**src/rtl/deadtime_gen_pkg.sv**
```systemverilog
// ============================================================================
//  Module      : deadtime_gen_pkg
//  Description : Shared leg state encodings and default timing constants.
//  Revision    : 1.0  initial release
// ============================================================================
`default_nettype none

package deadtime_gen_pkg;

    typedef enum logic [2:0] {
        IDLE      = 3'd0,
        DEAD_TO_U = 3'd1,
        U_ON      = 3'd2,
        DEAD_TO_L = 3'd3,
        L_ON      = 3'd4
    } leg_state_t;

    localparam int c_DT_CYCLES = 100;
    localparam int c_CW        = 8;

endpackage

`default_nettype wire

```
**src/rtl/deadtime_gen_if.sv**
```systemverilog
// ============================================================================
//  Module      : deadtime_gen_if
//  Description : Raw modulator gate commands and dead-time gate-drive outputs.
//  Revision    : 1.0  initial release
// ============================================================================
`default_nettype none

interface deadtime_gen_if;

    logic Sau, Sal, Sbu, Sbl, Scu, Scl;
    logic Gau, Gal, Gbu, Gbl, Gcu, Gcl;

    modport master (
        output Sau, Sal, Sbu, Sbl, Scu, Scl,
        input  Gau, Gal, Gbu, Gbl, Gcu, Gcl
    );

    modport slave (
        input  Sau, Sal, Sbu, Sbl, Scu, Scl,
        output Gau, Gal, Gbu, Gbl, Gcu, Gcl
    );

endinterface

`default_nettype wire

```
**src/rtl/deadtime_gen_leg.sv**
```systemverilog
// ============================================================================
//  Module      : deadtime_gen_leg
//  Description : One inverter leg: input deglitch register, dead-time FSM,
//                counter and sticky shoot-through flag.
//  Revision    : 1.0  initial release
// ============================================================================
`default_nettype none

module deadtime_gen_leg
    import deadtime_gen_pkg::*;
#(
    parameter int DT_CYCLES = c_DT_CYCLES,
    parameter int CW        = c_CW
) (
    input  logic clk,
    input  logic res,
    input  logic i_kill,
    input  logic i_raw_u,
    input  logic i_raw_l,
    output logic o_gu,
    output logic o_gl,
    output logic o_st_err
);

    localparam logic [CW-1:0] c_DT_LOAD = CW'(DT_CYCLES - 1);

    logic            r_u, r_l;
    leg_state_t      r_state, w_state_nxt;
    logic [CW-1:0]   r_cnt, w_cnt_nxt;
    logic            r_st_err, w_st_err_nxt;
    logic            r_gu, r_gl;
    logic            w_cmd_u, w_cmd_l, w_inv;

    assign w_cmd_u = r_u & ~r_l;
    assign w_cmd_l = ~r_u & r_l;
    assign w_inv   = ~(r_u ^ r_l);

    always_comb begin
        w_state_nxt  = r_state;
        w_cnt_nxt    = r_cnt;
        w_st_err_nxt = r_st_err;
        if (i_kill) begin
            w_state_nxt = IDLE;
            w_cnt_nxt   = '0;
        end else if (w_inv) begin
            w_state_nxt = IDLE;
            w_cnt_nxt   = '0;
            if (r_u) w_st_err_nxt = 1'b1;
        end else begin
            unique case (r_state)
                IDLE: begin
                    if (w_cmd_u) begin
                        w_state_nxt = DEAD_TO_U;
                        w_cnt_nxt   = c_DT_LOAD;
                    end else if (w_cmd_l) begin
                        w_state_nxt = DEAD_TO_L;
                        w_cnt_nxt   = c_DT_LOAD;
                    end
                end
                U_ON: begin
                    if (w_cmd_l) begin
                        w_state_nxt = DEAD_TO_L;
                        w_cnt_nxt   = c_DT_LOAD;
                    end
                end
                L_ON: begin
                    if (w_cmd_u) begin
                        w_state_nxt = DEAD_TO_U;
                        w_cnt_nxt   = c_DT_LOAD;
                    end
                end
                // An abort during dead time goes straight back: the incoming switch never conducted.
                DEAD_TO_U: begin
                    if (w_cmd_l)              w_state_nxt = L_ON;
                    else if (r_cnt == '0)     w_state_nxt = U_ON;
                    else                      w_cnt_nxt   = r_cnt - CW'(1);
                end
                DEAD_TO_L: begin
                    if (w_cmd_u)              w_state_nxt = U_ON;
                    else if (r_cnt == '0)     w_state_nxt = L_ON;
                    else                      w_cnt_nxt   = r_cnt - CW'(1);
                end
                default: begin
                    w_state_nxt = IDLE;
                    w_cnt_nxt   = '0;
                end
            endcase
        end
    end

    // Gate outputs come straight from flops so the pins never see decode glitches.
    always_ff @(posedge clk or posedge res) begin
        if (res) begin
            r_u      <= 1'b0;
            r_l      <= 1'b0;
            r_state  <= IDLE;
            r_cnt    <= '0;
            r_st_err <= 1'b0;
            r_gu     <= 1'b0;
            r_gl     <= 1'b0;
        end else begin
            r_u      <= i_raw_u;
            r_l      <= i_raw_l;
            r_state  <= w_state_nxt;
            r_cnt    <= w_cnt_nxt;
            r_st_err <= w_st_err_nxt;
            r_gu     <= (w_state_nxt == U_ON);
            r_gl     <= (w_state_nxt == L_ON);
        end
    end

    assign o_gu     = r_gu;
    assign o_gl     = r_gl;
    assign o_st_err = r_st_err;

endmodule

`default_nettype wire

```
**src/rtl/deadtime_gen.sv**
```systemverilog
// ============================================================================
//  Module      : deadtime_gen
//  Description : Three-leg dead-time inserter with enable gate and latched trip.
//  Revision    : 1.0  initial release
// ============================================================================
`default_nettype none

module deadtime_gen
    import deadtime_gen_pkg::*;
#(
    parameter int DT_CYCLES = c_DT_CYCLES,
    parameter int CW        = c_CW
) (
    input  logic           clk,
    input  logic           res,
    input  logic           en,
    input  logic           fault,
    input  logic           clr_fault,
    deadtime_gen_if.slave  bus,
    output logic           fault_latched,
    output logic [2:0]     st_err
);

    logic       r_fault_latched;
    logic       w_kill;
    logic [2:0] w_su, w_sl, w_gu, w_gl;

    // A set request wins over a clear in the same cycle.
    always_ff @(posedge clk or posedge res) begin
        if (res)             r_fault_latched <= 1'b0;
        else if (fault)      r_fault_latched <= 1'b1;
        else if (clr_fault)  r_fault_latched <= 1'b0;
    end

    assign w_kill        = ~en | r_fault_latched | fault;
    assign fault_latched = r_fault_latched;

    assign w_su = {bus.Scu, bus.Sbu, bus.Sau};
    assign w_sl = {bus.Scl, bus.Sbl, bus.Sal};

    assign bus.Gau = w_gu[0];
    assign bus.Gal = w_gl[0];
    assign bus.Gbu = w_gu[1];
    assign bus.Gbl = w_gl[1];
    assign bus.Gcu = w_gu[2];
    assign bus.Gcl = w_gl[2];

    generate
        for (genvar gi = 0; gi < 3; gi++) begin : g_leg
            deadtime_gen_leg #(
                .DT_CYCLES (DT_CYCLES),
                .CW        (CW)
            ) u_leg (
                .clk      (clk),
                .res      (res),
                .i_kill   (w_kill),
                .i_raw_u  (w_su[gi]),
                .i_raw_l  (w_sl[gi]),
                .o_gu     (w_gu[gi]),
                .o_gl     (w_gl[gi]),
                .o_st_err (st_err[gi])
            );
        end
    endgenerate

endmodule

`default_nettype wire

```
**src/flat_wrapper.sv**
```systemverilog
// flat-port wrapper written by rule: the top's interface ports become plain ports
module deadtime_gen_flat import deadtime_gen_pkg::*;
#(
    parameter int DT_CYCLES = c_DT_CYCLES,
    parameter int CW        = c_CW
)
  (clk, res, en, fault, clr_fault, fault_latched, st_err, bus_Sau, bus_Sal, bus_Sbu, bus_Sbl, bus_Scu, bus_Scl, bus_Gau, bus_Gal, bus_Gbu, bus_Gbl, bus_Gcu, bus_Gcl);
  deadtime_gen_if bus_i ();
  input  logic clk;
  input  logic res;
  input  logic en;
  input  logic fault;
  input  logic clr_fault;
  output logic fault_latched;
  output logic [2:0] st_err;
  input wire logic [$bits(bus_i.Sau)-1:0] bus_Sau;
  input wire logic [$bits(bus_i.Sal)-1:0] bus_Sal;
  input wire logic [$bits(bus_i.Sbu)-1:0] bus_Sbu;
  input wire logic [$bits(bus_i.Sbl)-1:0] bus_Sbl;
  input wire logic [$bits(bus_i.Scu)-1:0] bus_Scu;
  input wire logic [$bits(bus_i.Scl)-1:0] bus_Scl;
  output wire logic [$bits(bus_i.Gau)-1:0] bus_Gau;
  output wire logic [$bits(bus_i.Gal)-1:0] bus_Gal;
  output wire logic [$bits(bus_i.Gbu)-1:0] bus_Gbu;
  output wire logic [$bits(bus_i.Gbl)-1:0] bus_Gbl;
  output wire logic [$bits(bus_i.Gcu)-1:0] bus_Gcu;
  output wire logic [$bits(bus_i.Gcl)-1:0] bus_Gcl;
  assign bus_i.Sau = bus_Sau;
  assign bus_i.Sal = bus_Sal;
  assign bus_i.Sbu = bus_Sbu;
  assign bus_i.Sbl = bus_Sbl;
  assign bus_i.Scu = bus_Scu;
  assign bus_i.Scl = bus_Scl;
  assign bus_Gau = bus_i.Gau;
  assign bus_Gal = bus_i.Gal;
  assign bus_Gbu = bus_i.Gbu;
  assign bus_Gbl = bus_i.Gbl;
  assign bus_Gcu = bus_i.Gcu;
  assign bus_Gcl = bus_i.Gcl;
  deadtime_gen #(.DT_CYCLES(DT_CYCLES), .CW(CW)) u_core (.clk(clk), .res(res), .en(en), .fault(fault), .clr_fault(clr_fault), .bus(bus_i), .fault_latched(fault_latched), .st_err(st_err));
endmodule
```
**config.mk**
```make
export PLATFORM = sky130hd
export DESIGN_NAME = deadtime_gen_flat
export DESIGN_NICKNAME = d
export VERILOG_FILES = /design/src/rtl/deadtime_gen_pkg.sv /design/src/rtl/deadtime_gen_if.sv /design/src/rtl/deadtime_gen_leg.sv /design/src/rtl/deadtime_gen.sv /design/src/flat_wrapper.sv
export SDC_FILE = /design/constraint.sdc
export NUM_CORES = 1
export LEC_CHECK = 0
export BUFFER_PORTS_ARGS = -buffer_cell sky130_fd_sc_hd__buf_4
export CAP_MARGIN = 40
export CORE_UTILIZATION = 35
export DETAILED_ROUTE_END_ITERATION = 6
export PLACE_DENSITY = 0.51
export SETUP_SLACK_MARGIN = 0.1
export SLEW_MARGIN = 10
export SYNTH_ARGS = -nofsm -noshare
export SYNTH_HDL_FRONTEND = slang
export SYNTH_SLANG_ARGS = --single-unit
```
**constraint.sdc**
```tcl
create_clock -name clk -period 3.1 [get_ports clk]
set_clock_uncertainty 0.15 [all_clocks]
set_input_delay 0.31 -clock clk [delete_from_list [all_inputs] [get_ports clk]]
set_output_delay 0.31 -clock clk [all_outputs]
set_load 0.01 [all_outputs]
```
==> run metrics <==
top cell type's share of synthesized area=roughly 38%; setup TNS=0 ps; Slew Limit Headroom=between 50 and 60%; Max Freq=373 MHz; Post-synth ARST share=100%; Synth cell types=66; final setup violation count=0; Syn. warnings=0; Avg WL per Cell=15.6 µm; commonest non-fill, non-tap cells in the layout=dfrtp_1, nor2_1, a21oi_1; clk slew on worst S/H paths=100 ps; crit end category=flip-flop; crit-path cells=or4_4 > or4b_4 > or4b_1 > a311oi_2 > and2_1; number of synthesized flops with an enable pin=0; final hold vios=0; Post-DRT Antenna Nets=0; Mapped Cells=381; CP Launch Type=flip-flop; Power Total=1.36 mW; area grow syn2layout=12.0%; clk sinks=49; cell taking the most area after synthesis=dfrtp_1; vias in the first global route=2,691; status=finished clean; initial antenna violation count=0; Leak Pwr=about 1.6 nW; GR peak layer=met2; Pwr Density=377 mW/mm²; number of setup buffers added after CTS=0; Initial DRT Pass Iterations=4; Total GRT Usage=16.9%; count of input and output buffers=20; fraction of layout cells with a size suffix above 1=between 10% and 20%; die width=98.1 µm; Critical Path RT=roughly 3200 ps; die area=0.00961 mm²; remaining global-route overflow=0; hpwl dp=between 5 and 6 mm; Starting Density=36.7%; Iteration-0 DRC Markers=131; maximum vdd drop=0.228 mV; M2 GR Usage=27.8%; Crit path max-delay family=simple AND/OR/NAND/NOR gates; mapped cell area=0.00323 mm²; H-tree levels=2; multi-input logic area=0.00178 mm²; HP Class=input port to flip-flop; grt met3 use=2.65%; Arrival @ worst endpoint=approximately 2800 ps; vias post-DR=2,796; count of non-filler cells in the finished layout=501; FF/Latch Area=0.00123 mm²; CP max-delay cell=or4_4; Post-Route WL=between 7 and 8 mm; minimum clock period=2680 ps; met1 Resource Use GR=approximately 23%; core area=0.00881 mm²; Max FO, Critical Path=9; Final GP Congestion=0.818; CTS tree=built; Yosys reg bits=49; Critical Setup Path Class=flip-flop to flip-flop; die height=~98 µm; Max-cap violations=0; drt via density=5.58; CTS root buffer=clkbuf_8; Seq/Total Area, Yosys=38.0%; Placed Cells=486; Longest Clk Path Bufs=2; syn_area_per_cell=8.48 µm²; CTS buffer count=5; ys flop type=dfrtp_1; Slew @ Worst Pin=about 650 ps; Synth area leaders=dfrtp_1, a21oi_1, ha_1; Ant. Diodes=0; DRC violations left=0; fill count=887; first-pass GRT wire length=13.1 mm; pin count of the biggest net entering global routing=28; Top Ports=21; crit path buf inv count=0; max-slew violation count=0; Clk Latency, worst-skew pair=~300 ps; row cnt=34; nets@finish=around 420; leading cell type in the layout, fill and taps excluded=dfrtp_1; Syn Nets=404; CP peak stage delay=between 500 and 600 ps; unrepaired setup endpoints after global routing=no; period utilisation layout=86.5%
-- synthesized netlist by cell type (all sizes together) (2+ instances only) --
library cell and instances:
and2 3, nor3 15, a211o 2, or4b 3
ha 12, nand2b 9, a32oi 2, xnor2 2
mux2i 3, o21bai 5, a31o 5, nand2 18
nor3b 3, a21o 3, o21a 3, clkbuf 22
nor4b 3, a21oi 31, a31oi 8, o211ai 3
or3b 2, a311oi 2, nor2 36, and3 3
o21ai 27, o32a 2, nand3 10, or4 9
or2 3, o31ai 12, buf 6, or3 5
nor2b 9, a211oi 4, nor4 4, dfrtp 49
o22a 2, inv 25
-- registers in the layout, summed over array words and instances (netlist names) --
register and cells:
u_core.fault_latched 1, u_core.g_leg.u_leg.r_l 3, u_core.g_leg.u_leg.o_gu 3, u_core.g_leg.u_leg.o_gl 3, u_core.g_leg.u_leg.o_st_err 3, u_core.g_leg.u_leg.r_u 3, u_core.g_leg.u_leg.r_cnt 24, u_core.g_leg.u_leg.r_state 9
-- cells by family after synthesis --
logic type,share of synthesized area [%]
AO/OA/AOI/OAI,25.4
flip-flops,38.0
XOR/XNOR,0.814
adder cells (fa/ha/maj),4.65
multiplexers,1.28
buffers and inverters,6.78
AND/OR/NAND/NOR,23.1
-- routing by layer --
metal | vias up | part of all wire [%]
met5 | - | 0
met4 | 0 | 0.46
met3 | 2 | 2.4
met2 | 51 | 47
met1 | 1341 | 50
li1 | 1402 | -
-- where the power goes --
| part | internal, mW | leakage [nW] | switching (mW) |
|---|---|---|---|
| clock | 0.263 | 0.0574 | 0.230 |
| sequential | 0.658 | 0.657 | 0.0194 |
| combinational | 0.0877 | 0.842 | 0.107 |
| total | 1.01 | 1.56 | 0.356 |
-- area by class of cell --
class                      instances  area share [%]
multi-input combinational        279            49.3
sequential                        49            33.9
timing repair buffer              32            7.13
tap                              108            3.74
inverter                          25            2.59
clock buffer                       6            2.28
clock inverter                     2            1.04
-- path summary, 6_finish.rpt --
| kind | from | to | slack, ps | depth (start not counted) |
|---|---|---|---|---|
| setup reg to reg | u_core.g_leg[1].u_leg.r_cnt[2]$_DFFE_PP0P_ | u_core.g_leg[1].u_leg.o_gu$_DFF_PP0_ | 420 | 5 |
| hold reg to reg | u_core.g_leg[2].u_leg.o_st_err$_DFFE_PP0P_ | u_core.g_leg[2].u_leg.o_st_err$_DFFE_PP0P_ | 340 | 1 |
| setup / recovery | u_core.g_leg[1].u_leg.r_cnt[2]$_DFFE_PP0P_ | u_core.g_leg[1].u_leg.o_gu$_DFF_PP0_ | 420 | 5 |
| max in group asynchronous | res | u_core.g_leg[1].u_leg.o_gu$_DFF_PP0_ | 1580 | 4 |
| min in group asynchronous | res | u_core.g_leg[0].u_leg.r_cnt[5]$_DFFE_PP0P_ | 450 | 3 |
| hold / removal | fault | u_core.fault_latched$_DFFE_PP0P_ | 80 | 2 |
-- through the flow --
| stage | setup slack (ps) | instance area [µm²] | hold WS (ps) | util, % |
|---|---|---|---|---|
| 6_report | 419 | 3620 | 76.8 | 41.1 |
| 5_1_grt | 263 | 3620 | 77.3 | 41.1 |
| 4_1_cts | 426 | 3620 | 71.2 | 41.1 |
| 3_5_place_dp | 437 | 3430 | 242 | 38.9 |
| 3_3_place_gp | 474 | 3430 | 230 | 38.9 |
| 2_1_floorplan | 516 | 3230 | 191 | - |
-- repair_timing --
item,4_1_cts,5_1_grt
endpoints found under the hold margin,28,0
resized for setup,0,0
hold buffers,7,0
Note: power is estimated with default switching activity, not from simulation.
